**config.mk**
```make
export PLATFORM = sky130hd
export DESIGN_NAME = mips_avalon_arbiter
export DESIGN_NICKNAME = d
export VERILOG_FILES = /design/src/rtl/mips_avalon_arbiter.sv
export SDC_FILE = /design/constraint.sdc
export NUM_CORES = 1
export LEC_CHECK = 0
export BUFFER_PORTS_ARGS = -buffer_cell sky130_fd_sc_hd__buf_2
export CAP_MARGIN = 5
export CORE_AREA = 2 2 106 108
export CTS_CLUSTER_DIAMETER = 150
export DETAILED_ROUTE_END_ITERATION = 8
export DIE_AREA = 0 0 108 110
export GPL_ROUTABILITY_DRIVEN = 1
export HOLD_SLACK_MARGIN = 0.15
export MAX_ROUTING_LAYER = met4
export PLACE_DENSITY_LB_ADDON = 0.2
export SYNTH_ARGS = -nofsm -noshare
export SYNTH_HDL_FRONTEND = slang
export SYNTH_SLANG_ARGS = --single-unit
```
**constraint.sdc**
```tcl
create_clock -name clk -period 3 [get_ports clk]
set_input_delay 0.6 -clock clk [delete_from_list [all_inputs] [get_ports clk]]
set_output_delay 0.6 -clock clk [all_outputs]
set_load 0.02 [all_outputs]
```
**src/rtl/mips_avalon_arbiter.sv**
```systemverilog
// Two-master Avalon-MM arbiter: instruction fetch (i_) and data load/store (d_)
// share one downstream memory port. The FSM grants one side per transfer and
// the owning side's handshake is forwarded combinationally.
module mips_avalon_arbiter #(
   parameter int unsigned DATA_PRIORITY  = 0,
   parameter int unsigned TIMEOUT_CYCLES = 1024
) (
   input  logic        clk,
   input  logic        reset,
   // instruction fetch master
   input  logic [31:0] i_address,
   input  logic        i_read,
   output logic        i_waitrequest,
   output logic [31:0] i_readdata,
   // data load/store master
   input  logic [31:0] d_address,
   input  logic        d_read,
   input  logic        d_write,
   input  logic [31:0] d_writedata,
   input  logic [3:0]  d_byteenable,
   output logic        d_waitrequest,
   output logic [31:0] d_readdata,
   // downstream memory port
   output logic [31:0] address,
   output logic        read,
   output logic        write,
   output logic [31:0] writedata,
   output logic [3:0]  byteenable,
   input  logic        waitrequest,
   input  logic [31:0] readdata,
   // observability
   output logic        grant_data,
   output logic        bus_error
);

   localparam int unsigned CNT_W = 16;

   typedef enum logic [1:0] {
      S_IDLE    = 2'd0,
      S_GRANT_I = 2'd1,
      S_GRANT_D = 2'd2
   } state_t;

   state_t             r_state;
   state_t             w_state_next;
   logic               r_last_grant;   // 0 = I, 1 = D
   logic [CNT_W-1:0]   r_wait_cnt;
   logic               r_bus_error;

   logic               w_req_i;
   logic               w_req_d;
   logic               w_req_granted;
   logic               w_stall;
   logic               w_done;
   logic [CNT_W-1:0]   w_cnt_inc;

   assign w_req_i = i_read;
   assign w_req_d = d_read | d_write;

   // Request of whichever side currently owns the bus
   always_comb begin
      w_req_granted = 1'b0;
      case (r_state)
         S_GRANT_I: w_req_granted = w_req_i;
         S_GRANT_D: w_req_granted = w_req_d;
         default:   w_req_granted = 1'b0;
      endcase
   end

   assign w_stall   = w_req_granted & waitrequest;
   assign w_done    = w_req_granted & ~waitrequest;
   assign w_cnt_inc = (r_wait_cnt == '1) ? r_wait_cnt : r_wait_cnt + CNT_W'(1);

   // State register
   always_ff @(posedge clk or negedge reset) begin
      if (!reset) r_state <= S_IDLE;
      else        r_state <= w_state_next;
   end

   // Next-state: arbitration in IDLE, release on completion or dropped request
   always_comb begin
      w_state_next = r_state;
      case (r_state)
         S_IDLE: begin
            if (w_req_i && w_req_d)
               w_state_next = ((DATA_PRIORITY != 0) || !r_last_grant) ? S_GRANT_D : S_GRANT_I;
            else if (w_req_i)
               w_state_next = S_GRANT_I;
            else if (w_req_d)
               w_state_next = S_GRANT_D;
         end
         S_GRANT_I, S_GRANT_D: begin
            if (!w_req_granted || !waitrequest) w_state_next = S_IDLE;
         end
         default: w_state_next = S_IDLE;
      endcase
   end

   // Fairness history, wait-state counter and sticky timeout flag
   always_ff @(posedge clk or negedge reset) begin
      if (!reset) begin
         r_last_grant <= 1'b1;
         r_wait_cnt   <= '0;
         r_bus_error  <= 1'b0;
      end else begin
         if (r_state == S_IDLE && w_state_next != S_IDLE) begin
            r_wait_cnt <= '0;
         end else if (w_stall) begin
            r_wait_cnt <= w_cnt_inc;
            if (32'(w_cnt_inc) >= TIMEOUT_CYCLES) r_bus_error <= 1'b1;
         end
         if (w_done) r_last_grant <= (r_state == S_GRANT_D);
      end
   end

   // Output mux: forward the owning side, park everything else
   always_comb begin
      address       = '0;
      read          = 1'b0;
      write         = 1'b0;
      writedata     = '0;
      byteenable    = '0;
      i_waitrequest = 1'b1;
      d_waitrequest = 1'b1;
      i_readdata    = '0;
      d_readdata    = '0;
      grant_data    = 1'b0;
      case (r_state)
         S_GRANT_I: begin
            address       = i_address;
            read          = i_read;
            byteenable    = 4'b1111;
            i_waitrequest = waitrequest;
            i_readdata    = readdata;
         end
         S_GRANT_D: begin
            address       = d_address;
            read          = d_read;
            write         = d_write;
            writedata     = d_writedata;
            byteenable    = d_byteenable;
            d_waitrequest = waitrequest;
            d_readdata    = readdata;
            grant_data    = 1'b1;
         end
         default: ;
      endcase
   end

   assign bus_error = r_bus_error;

endmodule

```
# Word level (Yosys, flattened, before mapping)

Cells that the tools add are included.

Add/subtract/negate cells: 1
Magnitude comparators: 1
Equality and inequality tests: 3
Mux-type cells: 20
Bitwise operators: 5
Reductions and logical operators: 10

Operator list:

| cell                  | count |
|---|---|
| $mux 32               | 3 |
| $pmux 32 s2           | 1 |
| $mux 16               | 3 |
| $add 16x1->16 const B | 1 |
| $eq 16x16->1 const B  | 1 |
| $ge 16x11->1 const B  | 1 |
| $mux 2                | 5 |
| $pmux 4 s2            | 1 |
| $mux 1                | 4 |
| $pmux 1 s2            | 2 |
| $pmux 2 s2            | 1 |
| $reduce_bool 2->1     | 2 |
| $reduce_and 3->1      | 1 |
| $and 1x1->1           | 2 |
| $eq 2x1->1 const B    | 1 |
| $eq 2x2->1 const B    | 1 |
| $logic_and 1x1->1     | 2 |
| $logic_not 1->1       | 2 |
| $logic_not 2->1       | 1 |
| $not 1->1             | 2 |
| $reduce_or 2->1       | 1 |
| $logic_or 1x1->1      | 1 |
| $or 1x1->1            | 1 |

Bits in registers: 20
Bits of input ports: 138
Output and inout port bits: 138

# Longest topological paths before layout

Gate-level depths: netlist of run 1.

Word-level depth: 10
Gate-level depth with buffers: 8
Depth with buffers taken out: 7

# Worst setup path before layout of run 1

Ideal clock, no wire load.

Kind: register to output
Start: register r_state[0]
End: output address[0]
Arrival time: 1706 ps
Required time: 2400 ps
Path slack: 694 ps
Stages on the path, launching flop included: 7
Buffers on the path: 2
Cells stage by stage: dfrtp_1 > inv_1 > ha_1 > buf_2 > clkbuf_1 > a22oi_1 > nor2b_1

Word-level cells in the longest chain between the ends: 2

Ends and longest elaborated chain:

| element                                  | RTL line | RTL |
|---|---|---|
| start: declaration                       | 44       | `state_t r_state;` |
| start signal: assignment                 | 77       | `else r_state <= w_state_next;` |
| $eq 2x2->1 or $eq 2x1->1 (tied branches) | 128      | `case (r_state)` |
| $pmux 32 s2 (*)                          | 128      |  |
| end: declaration                         | 24       | `output logic [31:0] address,` |

Every way passes the cells marked *; elsewhere a longest branch is shown, timed or not.

# Worst setup path in the final report of run 1

Start: register r_state[1]
End: output address[27]

The elaborated chain is that of the path after synthesis.

==> results of run 1 <==
[area by class of cell]
cell class / instances / area [µm²] / area share (%)
Antenna cell: 3 / 7.51 / 0.186
Inverter: 4 / 15.0 / 0.372
Timing Repair Buffer: 281 / 1420 / 35.2
Sequential cell: 20 / 502 / 12.4
Clock buffer: 4 / 45.0 / 1.11
Tap cell: 140 / 175 / 4.34
Multi-Input combinational cell: 279 / 1870 / 46.4
[kinds of logic (layout without fill, tap and decap cells)]
kind of cell | after synthesis | count (layout) | share of synthesized area (%)
AND/OR/NAND/NOR | 202 | 202 | 49.6
multiplexers | 4 | 4 | 1.65
adder cells (fa/ha/maj) | 6 | 6 | 3.00
other | 0 | 3 | 0
XOR/XNOR | 11 | 11 | 3.85
AO/OA/AOI/OAI | 56 | 56 | 16.6
flip-flops | 20 | 20 | 20.1
buffers and inverters | 32 | 289 | 5.25
[per-layer routing]
layer	share of wire, %	vias up	wire length, µm
met1	46	1632	5770
met3	7.7	7	978
met2	46	135	5820
li1	-	1648	-
met4	0.62	0	78
met5	0	-	0
[sequential cells by signal (all words and copies together) (netlist names)]
name,count
r_state,2
r_wait_cnt,16
r_last_grant,1
bus_error,1
[placed cells by master, fill, tap and decap left out, types with 3 or more instances in the layout]
cell type / count
sky130_fd_sc_hd__buf_2: 275
sky130_fd_sc_hd__nor3_1: 9
sky130_fd_sc_hd__nor2_1: 18
sky130_fd_sc_hd__and2_1: 98
sky130_fd_sc_hd__o21ai_0: 4
sky130_fd_sc_hd__nand4_1: 4
sky130_fd_sc_hd__mux2i_1: 3
sky130_fd_sc_hd__nand2_1: 8
sky130_fd_sc_hd__inv_1: 4
sky130_fd_sc_hd__nand3_1: 4
sky130_fd_sc_hd__a22oi_1: 33
sky130_fd_sc_hd__nor4_1: 5
sky130_fd_sc_hd__buf_4: 6
sky130_fd_sc_hd__xor2_1: 3
sky130_fd_sc_hd__nor2b_1: 37
sky130_fd_sc_hd__clkbuf_8: 3
sky130_fd_sc_hd__ha_1: 4
sky130_fd_sc_hd__a21oi_1: 8
sky130_fd_sc_hd__xnor2_1: 8
sky130_fd_sc_hd__dfrtp_1: 19
sky130_fd_sc_hd__diode_2: 3
sky130_fd_sc_hd__a31oi_1: 3
[critical path, delay by kind of cell, from the launching register on]
family                     cells  cell delay [ns]
adders and majority gates      1             0.18
AOI/OAI and AO/OA              1             0.19
and+or+nand+nor                1             0.13
DFF                            1             0.46
buffers and inverters          3             0.78
[final timing paths]
path | startpoint | end | slack (ns) | cells after the start
worst max-delay path | r_state[1] | address[27] | 0.37 | 6
worst min-delay path | reset | r_wait_cnt[12] | 0.28 | 1
worst max register to register | r_state[1] | r_wait_cnt[3] | 0.95 | 7
worst min register to register | bus_error | bus_error | 0.54 | 1
max in group asynchronous | reset | r_last_grant | 2.36 | 1
min in group clk | bus_error | bus_error | 0.54 | 1
[through the flow]
step,total power [mW],setup WS (ns)
floorplan,2.01,0.694
global placement,2.81,0.680
detailed placement,2.83,0.664
CTS,3.03,0.361
global route,3.22,0.206
finish,3.01,0.368
[power breakdown]
part / internal [mW] / leakage (nW) / switching, mW / total (mW)
registers: 0.296 / 0.274 / 0.0285 / 0.325
clock network: 0.0947 / 0.0228 / 0.0938 / 0.189
logic: 0.920 / 1.90 / 1.58 / 2.50
==> metrics.txt, run 1 <==
# TYPE chip_impl_metric gauge
chip_impl_metric{name="finalSetupViolations",unit=""} 0
chip_impl_metric{name="finish.cell_count_without_fillers",unit=""} 731
chip_impl_metric{name="global_route.usage.met2",unit="%"} 30.2
chip_impl_info{name="synth.largest_area_cell",value="sky130_fd_sc_hd__and2_1"} 1
chip_impl_info{name="synth.area.top_cells",value="sky130_fd_sc_hd__and2_1, sky130_fd_sc_hd__dfrtp_1, sky130_fd_sc_hd__a22oi_1"} 1
chip_impl_info{name="outcome",value="finished, final reports clean"} 1
chip_impl_metric{name="via_per_inst",unit=""} 4.68
chip_impl_metric{name="async_flop_share",unit="%"} 100
chip_impl_metric{name="finalInstanceArea",unit="µm²"} 4040
chip_impl_metric{name="cts_sinks",unit=""} 20
chip_impl_metric{name="vdd_ir_drop_max",unit="mV"} 0.359
chip_impl_metric{name="hold_violations",unit=""} 0
chip_impl_info{name="slowest_stage_cell_cp",value="sky130_fd_sc_hd__buf_4"} 1
chip_impl_metric{name="gpl.final_weighted_congestion",unit=""} 0.979
chip_impl_metric{name="routed_wire_length_per_instance",unit="µm"} 17.3
chip_impl_info{name="setup.worst_path.end_class",value="primary output"} 1
chip_impl_info{name="critPathLaunchType",value="register"} 1
chip_impl_metric{name="cp_max_fo",unit=""} 69
chip_impl_info{name="ys_top_cells_by_count",value="sky130_fd_sc_hd__and2_1, sky130_fd_sc_hd__nor2b_1, sky130_fd_sc_hd__a22oi_1"} 1
chip_impl_info{name="clockRootBuffer",value="sky130_fd_sc_hd__clkbuf_8"} 1
chip_impl_metric{name="grt_max_degree",unit=""} 70
chip_impl_metric{name="avgSynthCellArea",unit="µm²"} 7.56
chip_impl_info{name="critical_path_class",value="reg2out"} 1
chip_impl_metric{name="post_route_cells_drive_above_1_share",unit="%"} 51.0
chip_impl_metric{name="fp.dieW",unit="µm"} 108
chip_impl_metric{name="mappedNetlistNets",unit=""} 475
chip_impl_metric{name="grt_remaining_overflow",unit=""} 0
chip_impl_metric{name="grt_pass1_vias",unit=""} 3026
chip_impl_metric{name="layout_net_count",unit=""} 733
chip_impl_metric{name="max_freq",unit="MHz"} 380
chip_impl_metric{name="die_h",unit="µm"} 110
chip_impl_metric{name="timing_worst_slew_pin_value",unit="ns"} 0.622
chip_impl_metric{name="synth_enable_flop_cells",unit=""} 0
chip_impl_metric{name="dpl.hpwl",unit="µm"} 10600
chip_impl_metric{name="ios",unit=""} 276
chip_impl_metric{name="dpl-instance-area",unit="µm²"} 3990
chip_impl_info{name="cp_cell_sequence",value="inv_1 > ha_2 > buf_4 > a22oi_1 > nor2b_1 > buf_2"} 1
chip_impl_metric{name="clk_pin_slew",unit="ns"} 0.08
chip_impl_metric{name="pwr_density_cell",unit="nW/µm²"} 746
chip_impl_info{name="postSynth.topFlopCell",value="sky130_fd_sc_hd__dfrtp_1"} 1
chip_impl_metric{name="clock-skew-final",unit="ns"} 0.00542
chip_impl_metric{name="relSlewSlack",unit="%"} 58.5
chip_impl_metric{name="placeableCoreArea",unit="µm²"} 10700
chip_impl_metric{name="row_count",unit=""} 38
chip_impl_metric{name="cp_slowest_stage_delay",unit="ns"} 0.50
chip_impl_metric{name="routed_wirelength",unit="µm"} 12600
chip_impl_metric{name="min_period_over_period",unit="%"} 87.7
chip_impl_metric{name="drtAntennaViolNets",unit=""} 0
chip_impl_metric{name="global_router_s_overall_resource_usage",unit="%"} 19.6
chip_impl_metric{name="global_route_wire_length_before_repair",unit="µm"} 17300
chip_impl_metric{name="synthDistinctLibCells",unit=""} 44
chip_impl_metric{name="cellLeakagePower",unit="nW"} 2.19
chip_impl_metric{name="fillers",unit=""} 1132
chip_impl_info{name="grt_setup_unrepaired",value="false"} 1
chip_impl_metric{name="drcViolationCount",unit=""} 0
chip_impl_metric{name="areaGrowthSynthToFinish",unit="%"} 61.4
chip_impl_metric{name="synthesis.instances",unit=""} 331
chip_impl_metric{name="synth_area",unit="µm²"} 2500
chip_impl_metric{name="insertion_delay",unit="ns"} 0.26
chip_impl_metric{name="htree_levels",unit=""} 1
chip_impl_metric{name="max-cap-violations",unit=""} 0
chip_impl_metric{name="grt.met1_usage",unit="%"} 27.0
chip_impl_metric{name="fin_hold_ws",unit="ns"} 0.281
chip_impl_metric{name="slew_violations",unit=""} 0
chip_impl_metric{name="place_inst",unit=""} 724
chip_impl_metric{name="synth-seq-area-share",unit="%"} 20.0
chip_impl_metric{name="route.vias.total",unit=""} 3422
chip_impl_metric{name="utilization",unit="%"} 37.8
chip_impl_metric{name="first_iter_violations",unit=""} 281
chip_impl_info{name="top_usage_layer",value="met2"} 1
chip_impl_metric{name="port-buffer-count",unit=""} 275
chip_impl_metric{name="ys_ff_latch",unit=""} 20
chip_impl_metric{name="cts.hold.buffers_added",unit=""} 0
chip_impl_metric{name="grt_use_met3",unit="%"} 4.23
chip_impl_metric{name="cts_buffers",unit=""} 3
chip_impl_info{name="hp-class",value="in2async"} 1
chip_impl_metric{name="drtPass1Iterations",unit=""} 4
chip_impl_metric{name="initial_antenna_violation_count",unit=""} 3
chip_impl_metric{name="design.die.area",unit="µm²"} 11900
chip_impl_metric{name="worstPathArrival",unit="ns"} 2.03
chip_impl_metric{name="clock_path_buffers",unit=""} 2
chip_impl_info{name="synth_most_common_cell",value="sky130_fd_sc_hd__and2_1"} 1
chip_impl_metric{name="ctsResizeCount",unit=""} 0
chip_impl_metric{name="setup_tns",unit="ns"} 0
chip_impl_info{name="cts_tree",value="done"} 1
chip_impl_metric{name="floorplan.initialDensity",unit="%"} 23.4
chip_impl_metric{name="post-route-min-period",unit="ns"} 2.63
chip_impl_metric{name="timing.critical_path.required",unit="ns"} 2.40
chip_impl_metric{name="post-cts-setup-buffer-count",unit=""} 0
chip_impl_metric{name="proportion_of_netlist_area_held_by_the_largest_area_contributor",unit="%"} 24.5
chip_impl_metric{name="ys.warnings.count",unit=""} 0
Power figures use the tool's default switching activity.
==> run 2: changes to the inputs <==
--- a/config.mk
+++ b/config.mk
@@ -7,2 +7,3 @@
 export LEC_CHECK = 0
+export ABC_AREA = 1
 export BUFFER_PORTS_ARGS = -buffer_cell sky130_fd_sc_hd__buf_2
@@ -15,3 +16,2 @@
 export HOLD_SLACK_MARGIN = 0.15
-export MAX_ROUTING_LAYER = met4
 export PLACE_DENSITY_LB_ADDON = 0.2
--- a/constraint.sdc
+++ b/constraint.sdc
@@ -3,2 +3,2 @@
 set_output_delay 0.6 -clock clk [all_outputs]
-set_load 0.02 [all_outputs]
+set_load 0.005 [all_outputs]
==> run 2 against run 1 <==
Total power decreased by 22%. Fmax increased by 3.1%. Clock-buffer cell count unchanged. Non-clock buffer count decreased by 2. Wire length increased by 15%. Clock power increased by 16%. First-iteration DRC count increased by 12%. Via count increased by 21%. Highest routed layer is now met5.
==> metrics.txt, run 2 <==
# TYPE chip_impl_metric gauge
chip_impl_metric{name="pwr_density_cell",unit="nW/µm²"} 549
chip_impl_info{name="slowest_stage_cell_cp",value="sky130_fd_sc_hd__inv_2"} 1
chip_impl_info{name="critical_path_class",value="reg2out"} 1
chip_impl_metric{name="cellLeakagePower",unit="nW"} 3.12
chip_impl_metric{name="gpl.final_weighted_congestion",unit=""} 0.861
chip_impl_metric{name="place_inst",unit=""} 936
chip_impl_metric{name="drtAntennaViolNets",unit=""} 0
chip_impl_metric{name="drtPass1Iterations",unit=""} 5
chip_impl_metric{name="design_power_total",unit="mW"} 2.35
chip_impl_metric{name="ys_ff_latch",unit=""} 20
chip_impl_info{name="ys_top_cells_by_count",value="sky130_fd_sc_hd__nand2_1, sky130_fd_sc_hd__inv_1, sky130_fd_sc_hd__a21oi_1"} 1
chip_impl_metric{name="synth-seq-area-share",unit="%"} 18.6
chip_impl_metric{name="relSlewSlack",unit="%"} 60.2
chip_impl_metric{name="areaGrowthSynthToFinish",unit="%"} 58.6
chip_impl_info{name="postSynth.topFlopCell",value="sky130_fd_sc_hd__dfrtp_1"} 1
chip_impl_metric{name="ios",unit=""} 276
chip_impl_metric{name="placeableCoreArea",unit="µm²"} 10700
chip_impl_metric{name="final.setup.worst_slack",unit="ns"} 0.447
chip_impl_metric{name="seq_power_share",unit="%"} 13.9
chip_impl_metric{name="largest_register_ff_count",unit=""} 16
chip_impl_info{name="outcome",value="finished, final reports clean"} 1
chip_impl_info{name="setup.worst_path.end_class",value="primary output"} 1
chip_impl_metric{name="cts_sinks",unit=""} 20
chip_impl_metric{name="finish.cell_count_without_fillers",unit=""} 945
chip_impl_info{name="final_common_cell",value="sky130_fd_sc_hd__buf_2"} 1
chip_impl_metric{name="hold_violations",unit=""} 0
chip_impl_metric{name="grt_pass1_vias",unit=""} 3736
chip_impl_metric{name="clock-skew-final",unit="ns"} 0.00328
chip_impl_metric{name="mappedNetlistNets",unit=""} 683
chip_impl_metric{name="async_flop_share",unit="%"} 100
chip_impl_info{name="grt_setup_unrepaired",value="false"} 1
chip_impl_metric{name="place_worst_setup_slack",unit="ns"} 0.729
chip_impl_metric{name="max_freq",unit="MHz"} 392
chip_impl_info{name="critPathLaunchType",value="register"} 1
chip_impl_metric{name="setup_tns",unit="ns"} 0
chip_impl_metric{name="finalSetupViolations",unit=""} 0
chip_impl_metric{name="proportion_of_netlist_area_held_by_the_largest_area_contributor",unit="%"} 31.1
chip_impl_info{name="clockRootBuffer",value="sky130_fd_sc_hd__clkbuf_8"} 1
chip_impl_metric{name="routed_wire_length_per_instance",unit="µm"} 15.4
chip_impl_metric{name="synthDistinctLibCells",unit=""} 25
chip_impl_metric{name="slew_violations",unit=""} 0
chip_impl_metric{name="layout_net_count",unit=""} 945
chip_impl_metric{name="insertion_delay",unit="ns"} 0.27
chip_impl_metric{name="row_count",unit=""} 38
chip_impl_metric{name="dpl.hpwl",unit="µm"} 12400
chip_impl_info{name="cts_tree",value="done"} 1
chip_impl_metric{name="clk_pin_slew",unit="ns"} 0.08
chip_impl_metric{name="clock_path_buffers",unit=""} 2
chip_impl_metric{name="design.die.area",unit="µm²"} 11900
chip_impl_info{name="synth_most_common_cell",value="sky130_fd_sc_hd__nand2_1"} 1
chip_impl_metric{name="max-cap-violations",unit=""} 0
chip_impl_metric{name="fillers",unit=""} 1279
chip_impl_metric{name="power.switching",unit="mW"} 1.26
chip_impl_metric{name="route.vias.total",unit=""} 4156
chip_impl_info{name="synth.area.top_cells",value="sky130_fd_sc_hd__nand2_1, sky130_fd_sc_hd__inv_1, sky130_fd_sc_hd__dfrtp_1"} 1
chip_impl_metric{name="switching_power_share_of_the_total",unit="%"} 53.8
chip_impl_info{name="critical_path.top_delay_family",value="buffers and inverters"} 1
chip_impl_metric{name="post_route_cells_drive_above_1_share",unit="%"} 36.6
chip_impl_metric{name="global_route_wire_length_before_repair",unit="µm"} 20500
chip_impl_info{name="cp_cell_sequence",value="inv_1 > ha_1 > inv_2 > a21oi_1 > buf_2"} 1
chip_impl_metric{name="routed_wirelength",unit="µm"} 14500
chip_impl_metric{name="synth_area",unit="µm²"} 2700
chip_impl_metric{name="ys.warnings.count",unit=""} 0
chip_impl_metric{name="port-buffer-count",unit=""} 275
chip_impl_metric{name="timing.critical_path.required",unit="ns"} 2.40
chip_impl_metric{name="post-route-min-period",unit="ns"} 2.55
chip_impl_metric{name="worstPathArrival",unit="ns"} 1.95
chip_impl_metric{name="avgSynthCellArea",unit="µm²"} 5.00
chip_impl_metric{name="timing_worst_slew_pin_value",unit="ns"} 0.596
chip_impl_metric{name="utilization",unit="%"} 40.0
chip_impl_info{name="reg.largest.list",value="r_wait_cnt x16, r_state x2"} 1
chip_impl_metric{name="ctsResizeCount",unit=""} 0
chip_impl_metric{name="grt_max_degree",unit=""} 71
chip_impl_info{name="most_frequent_cells_in_the_layout",value="sky130_fd_sc_hd__buf_2, sky130_fd_sc_hd__nand2_1, sky130_fd_sc_hd__inv_1, sky130_fd_sc_hd__a21oi_1, sky130_fd_sc_hd__nor2_1"} 1
chip_impl_metric{name="cts.hold.buffers_added",unit=""} 0
chip_impl_metric{name="synth_enable_flop_cells",unit=""} 0
chip_impl_metric{name="fp.dieW",unit="µm"} 108
chip_impl_metric{name="min_period_over_period",unit="%"} 85.1
chip_impl_metric{name="floorplan.initialDensity",unit="%"} 25.2
chip_impl_metric{name="cts_buffers",unit=""} 3
chip_impl_metric{name="drcViolationCount",unit=""} 0
chip_impl_metric{name="combinational_power_share",unit="%"} 76.8
chip_impl_info{name="hp-class",value="in2async"} 1
chip_impl_info{name="synth.largest_area_cell",value="sky130_fd_sc_hd__nand2_1"} 1
chip_impl_metric{name="initial_antenna_violation_count",unit=""} 6
chip_impl_metric{name="htree_levels",unit=""} 1
chip_impl_metric{name="post-cts-setup-buffer-count",unit=""} 0
chip_impl_metric{name="clkPwrFrac",unit="%"} 9.3
chip_impl_metric{name="cp_max_fo",unit=""} 37
chip_impl_metric{name="cp_slowest_stage_delay",unit="ns"} 0.48
chip_impl_metric{name="first_iter_violations",unit=""} 316
chip_impl_metric{name="synthesis.instances",unit=""} 539
chip_impl_metric{name="grt_remaining_overflow",unit=""} 0
chip_impl_metric{name="crit_buf_inv",unit=""} 3
chip_impl_metric{name="vdd_ir_drop_max",unit="mV"} 0.457
chip_impl_metric{name="die_h",unit="µm"} 110
chip_impl_metric{name="global_router_s_overall_resource_usage",unit="%"} 22.6
chip_impl_metric{name="via_per_inst",unit=""} 4.40
chip_impl_metric{name="p_int",unit="mW"} 1.08
chip_impl_info{name="regMostFlops",value="r_wait_cnt"} 1
## run 2: worst reg2reg max path, cell delays in order (launching register included)
cell	delay [ns]
sky130_fd_sc_hd__dfrtp_1	0.42
sky130_fd_sc_hd__inv_1	0.14
sky130_fd_sc_hd__ha_1	0.43
sky130_fd_sc_hd__inv_2	0.10
sky130_fd_sc_hd__o21ai_4	0.22
sky130_fd_sc_hd__nand4_1	0.10
sky130_fd_sc_hd__nand2_1	0.07
sky130_fd_sc_hd__nand2_1	0.07
sky130_fd_sc_hd__nand2_1	0.08
sky130_fd_sc_hd__nand2_2	0.21
sky130_fd_sc_hd__inv_1	0.24
sky130_fd_sc_hd__nor2_1	0.07
## run 2: worst paths after layout
kind	startpoint	endpoint	slack, ns	cells after the start
max	r_state[1]	read	0.45	5
min	reset	r_wait_cnt[5]	0.27	1
max in group asynchronous	reset	r_last_grant	2.38	1
max reg2reg	r_state[0]	r_wait_cnt[5]	0.74	11
min in group clk	bus_error	bus_error	0.47	2
min reg2reg	bus_error	bus_error	0.47	2
## run 2: through the flow
stage / area (µm²) / hold slack (ns)
CTS: 4260 / 0.296
finish: 4280 / 0.274
global route: 4270 / 0.317
floorplan: 2700 / 0.304
detailed placement: 4210 / 0.458
global placement: 4210 / 0.446
## run 2: per-layer routing
| layer | part of all wire (%) | track usage, % | up-vias |
|---|---|---|---|
| met5 | 0.25 | 0 | - |
| met4 | 1.7 | 5.13 | 6 |
| met3 | 8.2 | 4.94 | 21 |
| met2 | 46 | 36.3 | 189 |
| met1 | 44 | 31.0 | 1838 |
| li1 | - | - | 2102 |
## run 2: layout make-up
class | instances | area (µm²) | share of cell area, %
clock buffers | 4 | 55.1 | 1.29
repair buffers | 279 | 1420 | 33.2
inverters | 133 | 499 | 11.7
diodes | 5 | 12.5 | 0.293
well taps | 140 | 175 | 4.10
flip-flops and latches | 20 | 502 | 11.7
multi-input cells | 364 | 1610 | 37.7
## run 2: power groups by stage
stage / sequential (mW) / clock (mW) / combinational (mW)
floorplan: 0.324 / 0 / 1.02
global placement: 0.329 / 0 / 1.80
detailed placement: 0.330 / 0 / 1.80
CTS: 0.325 / 0.229 / 1.81
global route: 0.330 / 0.239 / 2.03
finish: 0.325 / 0.219 / 1.80
## run 2: cell families (layout without fill, tap and decap cells)
logic type / after synthesis / after routing / synth area share, %
other: 0 / 5 / 0
xor gates and xnor gates: 4 / 4 / 1.30
DFF: 20 / 20 / 18.6
AOI/OAI and AO/OA: 50 / 50 / 10.0
and+or+nand+nor: 304 / 304 / 45.5
adders and majority gates: 6 / 6 / 2.79
buffers and inverters: 155 / 416 / 21.7
